==> src/rtl/cpu_pkg.sv <==
// Shared CPU front-end definitions: reset PC, icache address field widths,
// fetch FSM encoding and the instruction-buffer entry layout.
package cpu_pkg;

  localparam int PC_W     = 64;
  localparam int INST_W   = 32;
  localparam int IC_TAG_W = 23;
  localparam int IC_IDX_W = 6;
  localparam int IC_OFF_W = 3;

  localparam logic [PC_W-1:0] RESET_PC_DEFAULT = 64'h8000_0000;

  typedef enum logic [1:0] {
    S_IDLE,
    S_REQ,
    S_WAIT
  } fetch_state_t;

  typedef struct packed {
    logic [PC_W-1:0]   pc;
    logic [INST_W-1:0] inst;
  } fifo_entry_t;

  // Instructions are word aligned; the two low PC bits are always forced to zero.
  function automatic logic [PC_W-1:0] align_pc(input logic [PC_W-1:0] a);
    return a & ~64'h3;
  endfunction

endpackage

==> src/rtl/ifu_inst_fifo.sv <==
// Synchronous instruction buffer holding {pc, inst} pairs between the icache
// and decode. Flush empties it in one edge; storage itself is never reset.
module ifu_inst_fifo
  import cpu_pkg::*;
#(
  parameter int DEPTH = 2,
  parameter int CNT_W = $clog2(DEPTH + 1)
) (
  input  logic             clk,
  input  logic             rst,
  input  logic             flush,
  input  logic             push,
  input  logic             pop,
  input  fifo_entry_t      wdata,
  output fifo_entry_t      rdata,
  output logic [CNT_W-1:0] count
);

  localparam int PTR_W = (DEPTH > 1) ? $clog2(DEPTH) : 1;

  fifo_entry_t      mem [DEPTH];
  logic [PTR_W-1:0] wr_ptr;
  logic [PTR_W-1:0] rd_ptr;

  // Entry storage: written on push, no reset needed since count gates validity.
  always_ff @(posedge clk) begin
    if (push) mem[wr_ptr] <= wdata;
  end

  // Pointers and occupancy; flush discards everything regardless of push/pop.
  always_ff @(posedge clk or negedge rst) begin
    if (!rst) begin
      wr_ptr <= '0;
      rd_ptr <= '0;
      count  <= '0;
    end else if (flush) begin
      wr_ptr <= '0;
      rd_ptr <= '0;
      count  <= '0;
    end else begin
      if (push) wr_ptr <= wr_ptr + PTR_W'(1);
      if (pop)  rd_ptr <= rd_ptr + PTR_W'(1);
      case ({push, pop})
        2'b10:   count <= count + CNT_W'(1);
        2'b01:   count <= count - CNT_W'(1);
        default: count <= count;
      endcase
    end
  end

  assign rdata = mem[rd_ptr];

endmodule

==> src/rtl/ifu_fetch.sv <==
// Instruction-fetch stage: owns the PC, issues one icache word request at a
// time, buffers returned words with their PCs and hands them to decode.
// Redirects flush the buffer and squash any request already accepted.
module ifu_fetch
  import cpu_pkg::*;
#(
  parameter logic [PC_W-1:0] RESET_PC   = RESET_PC_DEFAULT,
  parameter int              FIFO_DEPTH = 2
) (
  input  logic                clk,
  input  logic                rst,
  input  logic                redirect_valid,
  input  logic [PC_W-1:0]     redirect_pc,
  output logic                ic_valid,
  output logic [IC_TAG_W-1:0] ic_tag,
  output logic [IC_IDX_W-1:0] ic_index,
  output logic [IC_OFF_W-1:0] ic_offset,
  input  logic                ic_addr_ok,
  input  logic                ic_data_ok,
  input  logic [INST_W-1:0]   ic_rdata,
  output logic                id_valid,
  input  logic                id_ready,
  output logic [PC_W-1:0]     id_pc,
  output logic [INST_W-1:0]   id_inst
);

  localparam int CNT_W = $clog2(FIFO_DEPTH + 1);

  fetch_state_t     state, state_nxt;
  logic [PC_W-1:0]  pc;
  logic [PC_W-1:0]  req_pc;
  logic             drop;
  logic [CNT_W-1:0] count;
  logic [CNT_W-1:0] count_after;
  logic             accepted;
  logic             returning;
  logic             push;
  logic             pop;
  logic             credit;
  fifo_entry_t      wentry;
  fifo_entry_t      head;

  assign accepted  = (state == S_REQ)  && ic_addr_ok;
  assign returning = (state == S_WAIT) && ic_data_ok;
  assign push      = returning && !drop && !redirect_valid;
  assign pop       = id_valid && id_ready && !redirect_valid;

  // Occupancy as it will be after this edge; a request may only be issued
  // when that leaves room for the word it brings back.
  always_comb begin
    count_after = count;
    if (push)           count_after = count_after + CNT_W'(1);
    if (pop)            count_after = count_after - CNT_W'(1);
    if (redirect_valid) count_after = '0;
  end

  assign credit = count_after < CNT_W'(FIFO_DEPTH);

  // Fetch FSM next state; a redirect never changes state, only pc and drop.
  always_comb begin
    state_nxt = state;
    case (state)
      S_IDLE:  if (credit)     state_nxt = S_REQ;
      S_REQ:   if (ic_addr_ok) state_nxt = S_WAIT;
      S_WAIT:  if (ic_data_ok) state_nxt = credit ? S_REQ : S_IDLE;
      default:                 state_nxt = S_IDLE;
    endcase
  end

  // Control state: FSM, fetch PC and the squash flag for an in-flight word.
  always_ff @(posedge clk or negedge rst) begin
    if (!rst) begin
      state <= S_IDLE;
      pc    <= RESET_PC;
      drop  <= 1'b0;
    end else begin
      state <= state_nxt;
      if (redirect_valid) pc <= align_pc(redirect_pc);
      else if (accepted)  pc <= pc + 64'd4;
      // The returning word always clears drop; a redirect alongside it
      // discards that word directly so nothing is left to squash.
      if (returning) drop <= 1'b0;
      else if (redirect_valid && (accepted || state == S_WAIT)) drop <= 1'b1;
    end
  end

  // PC of the request the icache is currently serving.
  always_ff @(posedge clk) begin
    if (accepted) req_pc <= pc;
  end

  assign wentry.pc   = req_pc;
  assign wentry.inst = ic_rdata;

  ifu_inst_fifo #(
    .DEPTH (FIFO_DEPTH),
    .CNT_W (CNT_W)
  ) u_fifo (
    .clk   (clk),
    .rst   (rst),
    .flush (redirect_valid),
    .push  (push),
    .pop   (pop),
    .wdata (wentry),
    .rdata (head),
    .count (count)
  );

  assign ic_valid  = (state == S_REQ);
  assign ic_tag    = pc[31:9];
  assign ic_index  = pc[8:3];
  assign ic_offset = pc[2:0];

  assign id_valid  = (count != '0);
  assign id_pc     = id_valid ? head.pc   : '0;
  assign id_inst   = id_valid ? head.inst : '0;

endmodule

==> config.mk <==
export PLATFORM = sky130hd
export DESIGN_NAME = ifu_fetch
export DESIGN_NICKNAME = d
export VERILOG_FILES = /design/src/rtl/cpu_pkg.sv /design/src/rtl/ifu_inst_fifo.sv /design/src/rtl/ifu_fetch.sv
export SDC_FILE = /design/constraint.sdc
export NUM_CORES = 1
export LEC_CHECK = 0
export ABC_AREA = 1
export CORE_MARGIN = 5
export CORE_UTILIZATION = 45
export DETAILED_ROUTE_END_ITERATION = 10
export MAX_ROUTING_LAYER = met4
export PLACE_DENSITY = 0.75
export SLEW_MARGIN = 20
export SYNTH_ARGS = -nofsm -noshare
export SYNTH_HDL_FRONTEND = slang
export SYNTH_HIERARCHICAL = 1
export SYNTH_SLANG_ARGS = --single-unit
==> constraint.sdc <==
create_clock -name clk -period 6.5 [get_ports clk]
set_input_delay 1.95 -clock clk [delete_from_list [all_inputs] [get_ports clk]]
set_output_delay 1.95 -clock clk [all_outputs]
set_load 0.03 [all_outputs]
==> results.json <==
{
  "status": "finished clean",
  "drv_cap": 0,
  "worstReg2RegEnd": "u_fifo/mem[0][0]$_DFFE_PP_",
  "numPortBuffers": 227,
  "critical-path-slowest-cell": "dfrtp_4",
  "crit_chain": "buf_4, mux2_2, inv_1, nor2_1, clkdlybuf4s50_1",
  "grt_max_degree": 98,
  "max_stage_delay_ps": 990,
  "tritoncts": "yes",
  "syn_avg_cell_area_um2": 10.3,
  "tightest_slew_ps": 968,
  "cts_buffer_depth": 3,
  "hp-class": "register to register",
  "postCtsSetupRepairBufs": 0,
  "rsz0062_at_grt": "no",
  "ys_seq_area_frac": 0.615,
  "grt_pass1_vias": 10800,
  "vdd_drop_max_v": 0.000154,
  "via_per_inst": 5.00,
  "drt-pass1-iter-count": 5,
  "setup_viol": 0,
  "finalWorstPathRequiredPeriod_ps": 5050,
  "postSynthCellCount": 1476,
  "relSlewSlack": 0.353,
  "clock-root-buffer": "clkbuf_16",
  "clock_latency_ps": 520,
  "cp.depth": 5,
  "synth.area.top_cells": "edfxtp_1 (50%), dfrtp_1 (11%), nand2_1 (8.0%)",
  "initial_core_util": 0.455,
  "die_h_um": 194,
  "worst_hold_slack_ps": 439,
  "io_pins": 232,
  "synth_cell_types": 45,
  "synthArstFlopShare": 0.214,
  "power_density_nw_per_um2": 316,
  "worstRegToRegCells": 6,
  "syn_area_um2": 15200,
  "p_leak_uw": 0.00730,
  "worstPathArrival_ps": 3100,
  "routed_wl_um": 38500,
  "gp_congestion": 0.903,
  "worstSetupEndpointType": "output pin",
  "cts_resized": 0,
  "ys.flop_type": "edfxtp_1",
  "start_kind": "register",
  "clk_pin_slew_ps": 60,
  "grt_overflow": 0,
  "finalHoldViolations": 0,
  "yosysMostFrequentCell": "nand2_1",
  "final_layout_size_suffix_gt1_frac": 0.111,
  "fin_skew_ps": 32.2,
  "synth_common_cells": "nand2_1 (325), edfxtp_1 (254), nor2_1 (244)",
  "worstHoldPathCells": 0,
  "fp.dieW_um": 194,
  "drtIter0Drc": 748,
  "r2r_slack_ps": 3580,
  "yosysWarnings": 6,
  "wl_per_cell_um": 17.9,
  "fillers": 2857,
  "ys_ff_latch": 323,
  "multi_input_area_um2": 4740,
  "post-dp-hpwl_um": 27400,
  "cp-endpoint": "id_pc[11]",
  "vias": 10800,
  "regArea_um2": 9360,
  "synth_edf_count": 254,
  "critical_path.top_delay_family": "buffers and inverters",
  "area_growth_pct": 23.6,
  "cp-startpoint": "u_fifo/rd_ptr$_DFFE_PN0P_",
  "period_share": 0.777,
  "antenna_left": 0,
  "yosysTopAreaCellShare": 0.501,
  "crit_buf_inv": 3,
  "coreArea_um2": 33400,
  "tns_ps": 0,
  "grtUsageTotal": 0.207,
  "fmax_mhz": 198,
  "ctsHtreeMaxLevel": 2,
  "die_area_um2": 37600,
  "drv_slew": 0,
  "grt_pass1_wl_um": 60600,
  "grt_antenna_before_repair": 1,
  "r2r_start": "state[0]$_DFFE_PN0P_",
  "cts.sinks": 323,
  "numCtsBuffers": 34,
  "rows": 67,
  "synth.largest_area_cell": "edfxtp_1",
  "crit_required_ps": 4550,
  "critPathKind": "register to output pin",
  "drc": 0,
  "path_max_fanout": 54,
  "nets": 1786,
  "ctsHoldBuffers": 0
}
## worst min path at each step
stage,startpoint,to,slack [ps]
finish,req_pc[20]$_DFFE_PP_,u_fifo/mem[1][52]$_DFFE_PP_,440
detailed placement,req_pc[27]$_DFFE_PP_,u_fifo/mem[0][59]$_DFFE_PP_,430
global placement,req_pc[24]$_DFFE_PP_,u_fifo/mem[0][56]$_DFFE_PP_,420
CTS,req_pc[17]$_DFFE_PP_,u_fifo/mem[0][49]$_DFFE_PP_,440
floorplan,req_pc[2]$_DFFE_PP_,u_fifo/mem[0][34]$_DFFE_PP_,420
global route,req_pc[17]$_DFFE_PP_,u_fifo/mem[0][49]$_DFFE_PP_,450
## layout make-up
cell class,instances,share of cell area
flip-flops and latches,323,0.497
multi-input cells,894,0.252
repair buffers,238,0.126
clock buffers,46,0.0498
inverters,191,0.0382
well taps,448,0.0298
clock inverters,13,0.00612
diodes,1,0.000133
## layer usage
metal  global-route usage  share of wire  vias up
met5                    -              0        -
met4               0.0492          0.018        0
met3               0.0292          0.050       55
met2                0.353           0.50      310
met1                0.267           0.43     5192
li1                     -              -     5203
## logic make-up after synthesis
kind of cell	count (synthesis)	synth area share
flip-flops	323	0.615
other	1	0.000246
buffers and inverters	264	0.0764
XOR/XNOR	24	0.0138
multiplexers	96	0.0754
AO/OA/AOI/OAI	75	0.0303
AND/OR/NAND/NOR	691	0.188
adder cells (fa/ha/maj)	2	0.00164
## metrics by stage
step	std cells	worst slack [ps]	area, µm²	utilization	total power (µW)
after floorplan	1481	919	15200	-	3590
after global placement	2093	1720	17700	0.530	4090
after detailed placement	2093	1610	17700	0.530	4130
after CTS	2152	1370	18800	0.562	5990
after global routing	2154	1310	18800	0.563	6230
final	2154	1450	18800	0.563	5940
## state kept, by name, summed over array words and instances, names as in the netlist
signal,cells
u_fifo/mem,192
pc,62
req_pc,62
state,2
u_fifo/count,2
drop,1
u_fifo/rd_ptr,1
u_fifo/wr_ptr,1
## report_power, final
part | switching (µW) | leakage, µW | total (µW) | internal, µW
clock network | 763 | 0.000504 | 1850 | 1090
registers | 275 | 0.00314 | 2810 | 2540
logic | 790 | 0.00365 | 1270 | 485
## cells in the final DEF (no fill, tap or decap), types with 2 or more instances in the layout
cell             count
buf_2                2
o22ai_1              2
a22o_1               3
o21ai_1             11
inv_1              183
nand3_1             67
nand2_1            325
clkbuf_8             2
edfxtp_1           254
mux2_2              78
nand2_2              6
o21ai_0             28
nor2_1             243
bufinv_16            2
xor2_1              18
mux2_4              18
o221ai_1             3
clkbuf_16           35
buf_4                9
dfrtp_1             67
nand4_1             13
clkdlybuf4s50_1    225
o21bai_1             7
inv_2                6
conb_1               6
a21oi_1              4
nor2_4               5
clkinv_1             8
nand3b_1             3
xnor2_1              6
nor3_1              11
nor2_2              11
clkinvlp_4           2
a31oi_1              2
and2_1               2
clkbuf_1             9
nand2_4              2
o211ai_1            10
(Power assumes the default switching activity.)
